<file path="src/rtl/mux4way_rr.sv">
// -----------------------------------------------------------------------------
// mux4way_rr
//   Four-channel round-robin multiplexer with a single registered output slot.
//   Each cycle the slot is free, the first valid channel at or after the
//   rotating pointer is accepted and its word is loaded into the output
//   register one cycle later. A slot that drains can be refilled on the same
//   edge, so the block sustains one word per cycle.
//
//   Optional feature: define MUX4WAY_RR_COUNT_EN to add the 16-bit xfer_count
//   output. It counts completed output transfers and wraps from 0xFFFF to 0.
// -----------------------------------------------------------------------------
module mux4way_rr #(
  parameter int WIDTH = 16
) (
  input  logic               clk,
  input  logic               reset,
  input  logic [3:0]         in_valid,
  input  logic [4*WIDTH-1:0] in_data,
  output logic [3:0]         in_ready,
  output logic               out_valid,
  output logic [WIDTH-1:0]   out_data,
  output logic [1:0]         out_sel,
`ifdef MUX4WAY_RR_COUNT_EN
  output logic [15:0]        xfer_count,
`endif
  input  logic               out_ready
);

  // Output slot and arbitration state
  logic             r_out_valid;
  logic [WIDTH-1:0] r_out_data;
  logic [1:0]       r_out_sel;
  logic [1:0]       r_ptr;

  // Arbitration results
  logic             w_slot_free;
  logic             w_drain;
  logic             w_any_valid;
  logic [1:0]       w_grant_idx;
  logic             w_grant;
  logic [WIDTH-1:0] w_grant_data;

  // The slot can take a new word if it is empty or is emptying this cycle.
  assign w_drain     = r_out_valid & out_ready;
  assign w_slot_free = ~r_out_valid | out_ready;

  // Search the channels starting at the pointer and wrapping modulo 4.
  always_comb begin
    // NOTE: every output of a combinational block gets a default first so no
    // path through the block leaves it unassigned, which would infer a latch.
    w_any_valid = 1'b0;
    w_grant_idx = 2'd0;
    for (int k = 0; k < 4; k++) begin
      logic [1:0] idx;
      idx = r_ptr + k[1:0];
      if (!w_any_valid && in_valid[idx]) begin
        w_any_valid = 1'b1;
        w_grant_idx = idx;
      end
    end
  end

  // A grant needs a free slot; reset blocks all accepts so none are lost.
  assign w_grant      = w_any_valid & w_slot_free & ~reset;
  assign w_grant_data = in_data[w_grant_idx*WIDTH +: WIDTH];

  // One-hot accept strobe toward the granted channel.
  always_comb begin
    in_ready = 4'b0000;
    if (w_grant) begin
      in_ready[w_grant_idx] = 1'b1;
    end
  end

  // Output slot and pointer: load on grant, clear on drain without refill.
  always_ff @(posedge clk or posedge reset) begin
    // NOTE: sequential state uses non-blocking assignments so every register
    // samples pre-edge values and simulation matches the synthesized flops.
    // The data register is reset too, since its reset value is observable.
    if (reset) begin
      r_out_valid <= 1'b0;
      r_out_data  <= '0;
      r_out_sel   <= 2'd0;
      r_ptr       <= 2'd0;
    end else if (w_grant) begin
      r_out_valid <= 1'b1;
      r_out_data  <= w_grant_data;
      r_out_sel   <= w_grant_idx;
      r_ptr       <= w_grant_idx + 2'd1;
    end else if (w_drain) begin
      r_out_valid <= 1'b0;
    end
  end

  assign out_valid = r_out_valid;
  assign out_data  = r_out_data;
  assign out_sel   = r_out_sel;

`ifdef MUX4WAY_RR_COUNT_EN
  logic [15:0] r_xfer_count;

  // Count completed output transfers; wraps naturally at 16 bits.
  always_ff @(posedge clk or posedge reset) begin
    if (reset) begin
      r_xfer_count <= 16'd0;
    end else if (w_drain) begin
      r_xfer_count <= r_xfer_count + 16'd1;
    end
  end

  assign xfer_count = r_xfer_count;
`endif

endmodule

</file>
<file path="config.mk">
export PLATFORM = sky130hd
export DESIGN_NAME = mux4way_rr
export DESIGN_NICKNAME = d
export VERILOG_FILES = /design/src/rtl/mux4way_rr.sv
export SDC_FILE = /design/constraint.sdc
export NUM_CORES = 1
export LEC_CHECK = 0
export ABC_AREA = 1
export ABC_CLOCK_PERIOD_IN_PS = 2900
export CAP_MARGIN = 20
export CORE_MARGIN = 5
export CORE_UTILIZATION = 43
export DETAILED_ROUTE_END_ITERATION = 10
export GPL_TIMING_DRIVEN = 0
export PLACE_DENSITY = 0.9
export REMOVE_ABC_BUFFERS = 1
export SLEW_MARGIN = 10
export SYNTH_ARGS = -nofsm -noshare
export SYNTH_HDL_FRONTEND = slang
export SYNTH_SLANG_ARGS = --single-unit
</file>
<file path="constraint.sdc">
create_clock -name clk -period 2.9 [get_ports clk]
set_input_delay 0.29 -clock clk [delete_from_list [all_inputs] [get_ports clk]]
set_output_delay 0.29 -clock clk [all_outputs]
set_load 0.01 [all_outputs]
</file>
==> reports/qor.tcl <==
set qor(status) {finished, final reports clean}
set qor(multiInputGateArea_um2) 1200
set qor(ctsRootBufferMaster) {clkbuf_8}
set qor(via_count) 2412
set qor(layout.cell_area.non_filler_um2) 3020
set qor(finalWeightedCongestion) 0.884
set qor(final_hold_viol_count) 0
set qor(antenna_violations_before_repair) 0
set qor(cts.clk_slew.worst_paths_ns) 0.08
set qor(endpoint) {in_ready[1]}
set qor(design.final.nets) 490
set qor(worstSetupPathType) {reg2out}
set qor(design.die.area_um2) 5490
set qor(floorplan.initialDensity) 0.442
set qor(yosysWarningCount) 0
set qor(worstRegToRegCells) 13
set qor(r2r-start) {r_ptr[0]}
set qor(synth.area.top_cells) {nand2_1 (42%), dfrtp_1 (30%), nand3_1 (11%)}
set qor(ios) 94
set qor(worstSetupStartpointType) {register}
set qor(post-route-period-util) 0.900
set qor(dpl_cell_area_um2) 2650
set qor(worst_slew_margin_rel) 0.645
set qor(post_synth_num_cell_types) 22
set qor(timing.final.setup_violations) 0
set qor(cts_max_level) 1
set qor(timing_max_transition_violations_final) 0
set qor(detail_route.wirelength_mm) 7.12
set qor(grt_pass1_vias) 2233
set qor(detailed_route_wire_length_per_cell_um) 15.2
set qor(grt_overflow_total) 0
set qor(row_count) 23
set qor(required_ns) 2.61
set qor(cp.arrival_ns) 2.32
set qor(fp.dieW_um) 74.1
set qor(maximum_number_of_pins_on_one_net_before_global_route_repair) 38
set qor(drive_above_1_share) 0.122
set qor(holdWs_ns) 0.429
set qor(drv.max_cap_violation_count) 0
set qor(postRouteAntennaNets) 0
set qor(post-dp-hpwl_mm) 3.92
set qor(portBuffers) 93
set qor(seq_area_frac_synth) 0.297
set qor(detail_route.vias_per_cell) 5.15
set qor(register_area_um2) 527
set qor(worstSetupStartpoint) {r_ptr[0]}
set qor(cts_hold_buffers) 0
set qor(synth_area_per_cell_um2) 5.72
set qor(worst_r2r_endpoint) {out_data[13]}
set qor(die_height_um) 74.1
set qor(drtPass1Iterations) 4
set qor(crit_end_element) {output pin}
set qor(synth_largest_type_area_fraction) 0.420
set qor(timing.reg2reg.setup_slack_ns) 0.69
set qor(power_per_cell_area_nw_per_um2) 1330
set qor(finClkSkew_ns) 0.00314
set qor(n_antenna_cell) 0
set qor(coreArea_um2) 4000
set qor(cts_tree) {done}
set qor(postSynthRegisterBits) 21
set qor(p_leak_nw) 1.65
set qor(synthesis.area_um2) 1770
set qor(hold_class) {in2async}
set qor(cts_sinks) 21
set qor(syn2layout_area_growth_pct) 70.6
set qor(grt_setup_unrepaired) {false}
set qor(num-fill-cells) 316
set qor(timing.final.crit_period_ns) 2.61
set qor(vdd.ir_drop.worst_uv) 597
set qor(worst-path-max-fanout) 7
set qor(detail_route.drc_violations) 0
set qor(tritoncts.num_buffers) 3
set qor(tightestPinTransition_ns) 0.532
set qor(fmaxAchievable_mhz) 383
set qor(clk_latency_ns) 0.26
set qor(initialDrtViolationCount) 181
set qor(synthesis.instances) 309
set qor(globalRouteTotalUtil) 0.249
set qor(global_route_wire_length_before_repair_mm) 10.5
set qor(clk_path_buf_depth) 2
set qor(post-synth-top-area-cell) {nand2_1}
==> worst min-delay path by stage <==
stage | startpoint | to | slack [ns]
2_1_floorplan | reset | out_data[0] | 0.28
3_3_place_gp | out_data[1] | out_data[1] | 0.46
3_5_place_dp | out_data[2] | out_data[2] | 0.46
4_1_cts | reset | out_data[2] | 0.44
5_1_grt | reset | out_data[2] | 0.48
6_report | reset | out_data[2] | 0.43
==> state kept, by name, indices dropped and copies added, names as in the netlist <==
| register | count |
|---|---|
| out_valid | 1 |
| r_ptr | 2 |
| out_data | 16 |
| out_sel | 2 |
==> routing by layer <==
metal  vias to the layer above  wire length [um]  GRT usage
met2                       110              3600      0.444
met5                         -                 0          0
li1                       1177                 -          -
met3                        10               661     0.0662
met1                      1115              2760      0.291
met4                         0                92     0.0765
==> timing repair <==
action                                  CTS  global route
cloned                                    4             1
gates resized for setup                  16             8
pin swaps                                 6             4
buffers inserted                         12            11
endpoints found under the setup margin   21             4
==> power by group <==
part           internal [mW]  switching (mW)  total [mW]  leakage (nW)
logic                   1.29            1.99        3.29          1.36
clock network         0.0977          0.0952       0.193        0.0228
registers              0.436          0.0895       0.525         0.261
total                   1.83            2.18        4.00          1.65
==> per-stage QoR <==
| stage | utilization | std cells | setup slack, ns | setup TNS (ns) | total power, mW |
|---|---|---|---|---|---|
| floorplan | - | 293 | 0.542 | 0 | 2.17 |
| global placement | 0.663 | 436 | -0.701 | -3.53 | 2.92 |
| detailed placement | 0.663 | 436 | -0.718 | -4.42 | 2.99 |
| CTS | 0.724 | 456 | 0.000300 | 0 | 3.62 |
| global route | 0.754 | 468 | 0.154 | 0 | 4.36 |
| finish | 0.754 | 468 | 0.290 | 0 | 4.00 |
==> Yosys cell counts (all sizes together) <==
library cell,number
inv,13
o21ai,3
clkbuf,2
buf,14
nand3,40
clkinv,1
o211ai,1
dfrtp,21
nand3b,1
a21oi,2
nor2,8
nor3,1
nand2,202
==> kinds of logic (layout without fill, tap and decap cells) <==
kind of cell	count (synthesis)	count (layout)	synth area share
flops	21	21	0.297
buf+inv	30	134	0.0927
simple gates	252	257	0.592
compound gates	6	6	0.0184
==> worst max-delay path: stages, from the launching register on <==
cell and delay [ns]:
dfrtp_2 0.46, buf_4 0.15, nand2_1 0.07, nand3_1 0.12, nand2_2 0.12, nor2_4 0.17
nand3_4 0.14, nor2_4 0.17, nor2_4 0.07, buf_4 0.15, buf_4 0.12, nand2_1 0.10
inv_1 0.05, dlymetal6s2s_1 0.16
==> cell usage in the layout, fill, tap and decap left out, types with 2 or more instances in the layout <==
cell type and count:
buf_4 23, clkbuf_8 3, clkdlybuf4s50_1 89, dfrtp_1 20
dlymetal6s2s_1 4, inv_1 9, nand2_1 197, nand2_2 3
nand2_4 3, nand2_8 2, nand3_1 38, nand3_4 2
nor2_1 3, nor2_2 2, nor2_4 4, o21ai_0 2
==> cell type report <==
| type | count | area share |
|---|---|---|
| clock buffer | 4 | 0.0149 |
| inverter | 14 | 0.0237 |
| multi-input combinational | 263 | 0.397 |
| sequential | 21 | 0.175 |
| tap | 50 | 0.0207 |
| timing repair buffer | 116 | 0.369 |
Power figures use the tool's default switching activity.
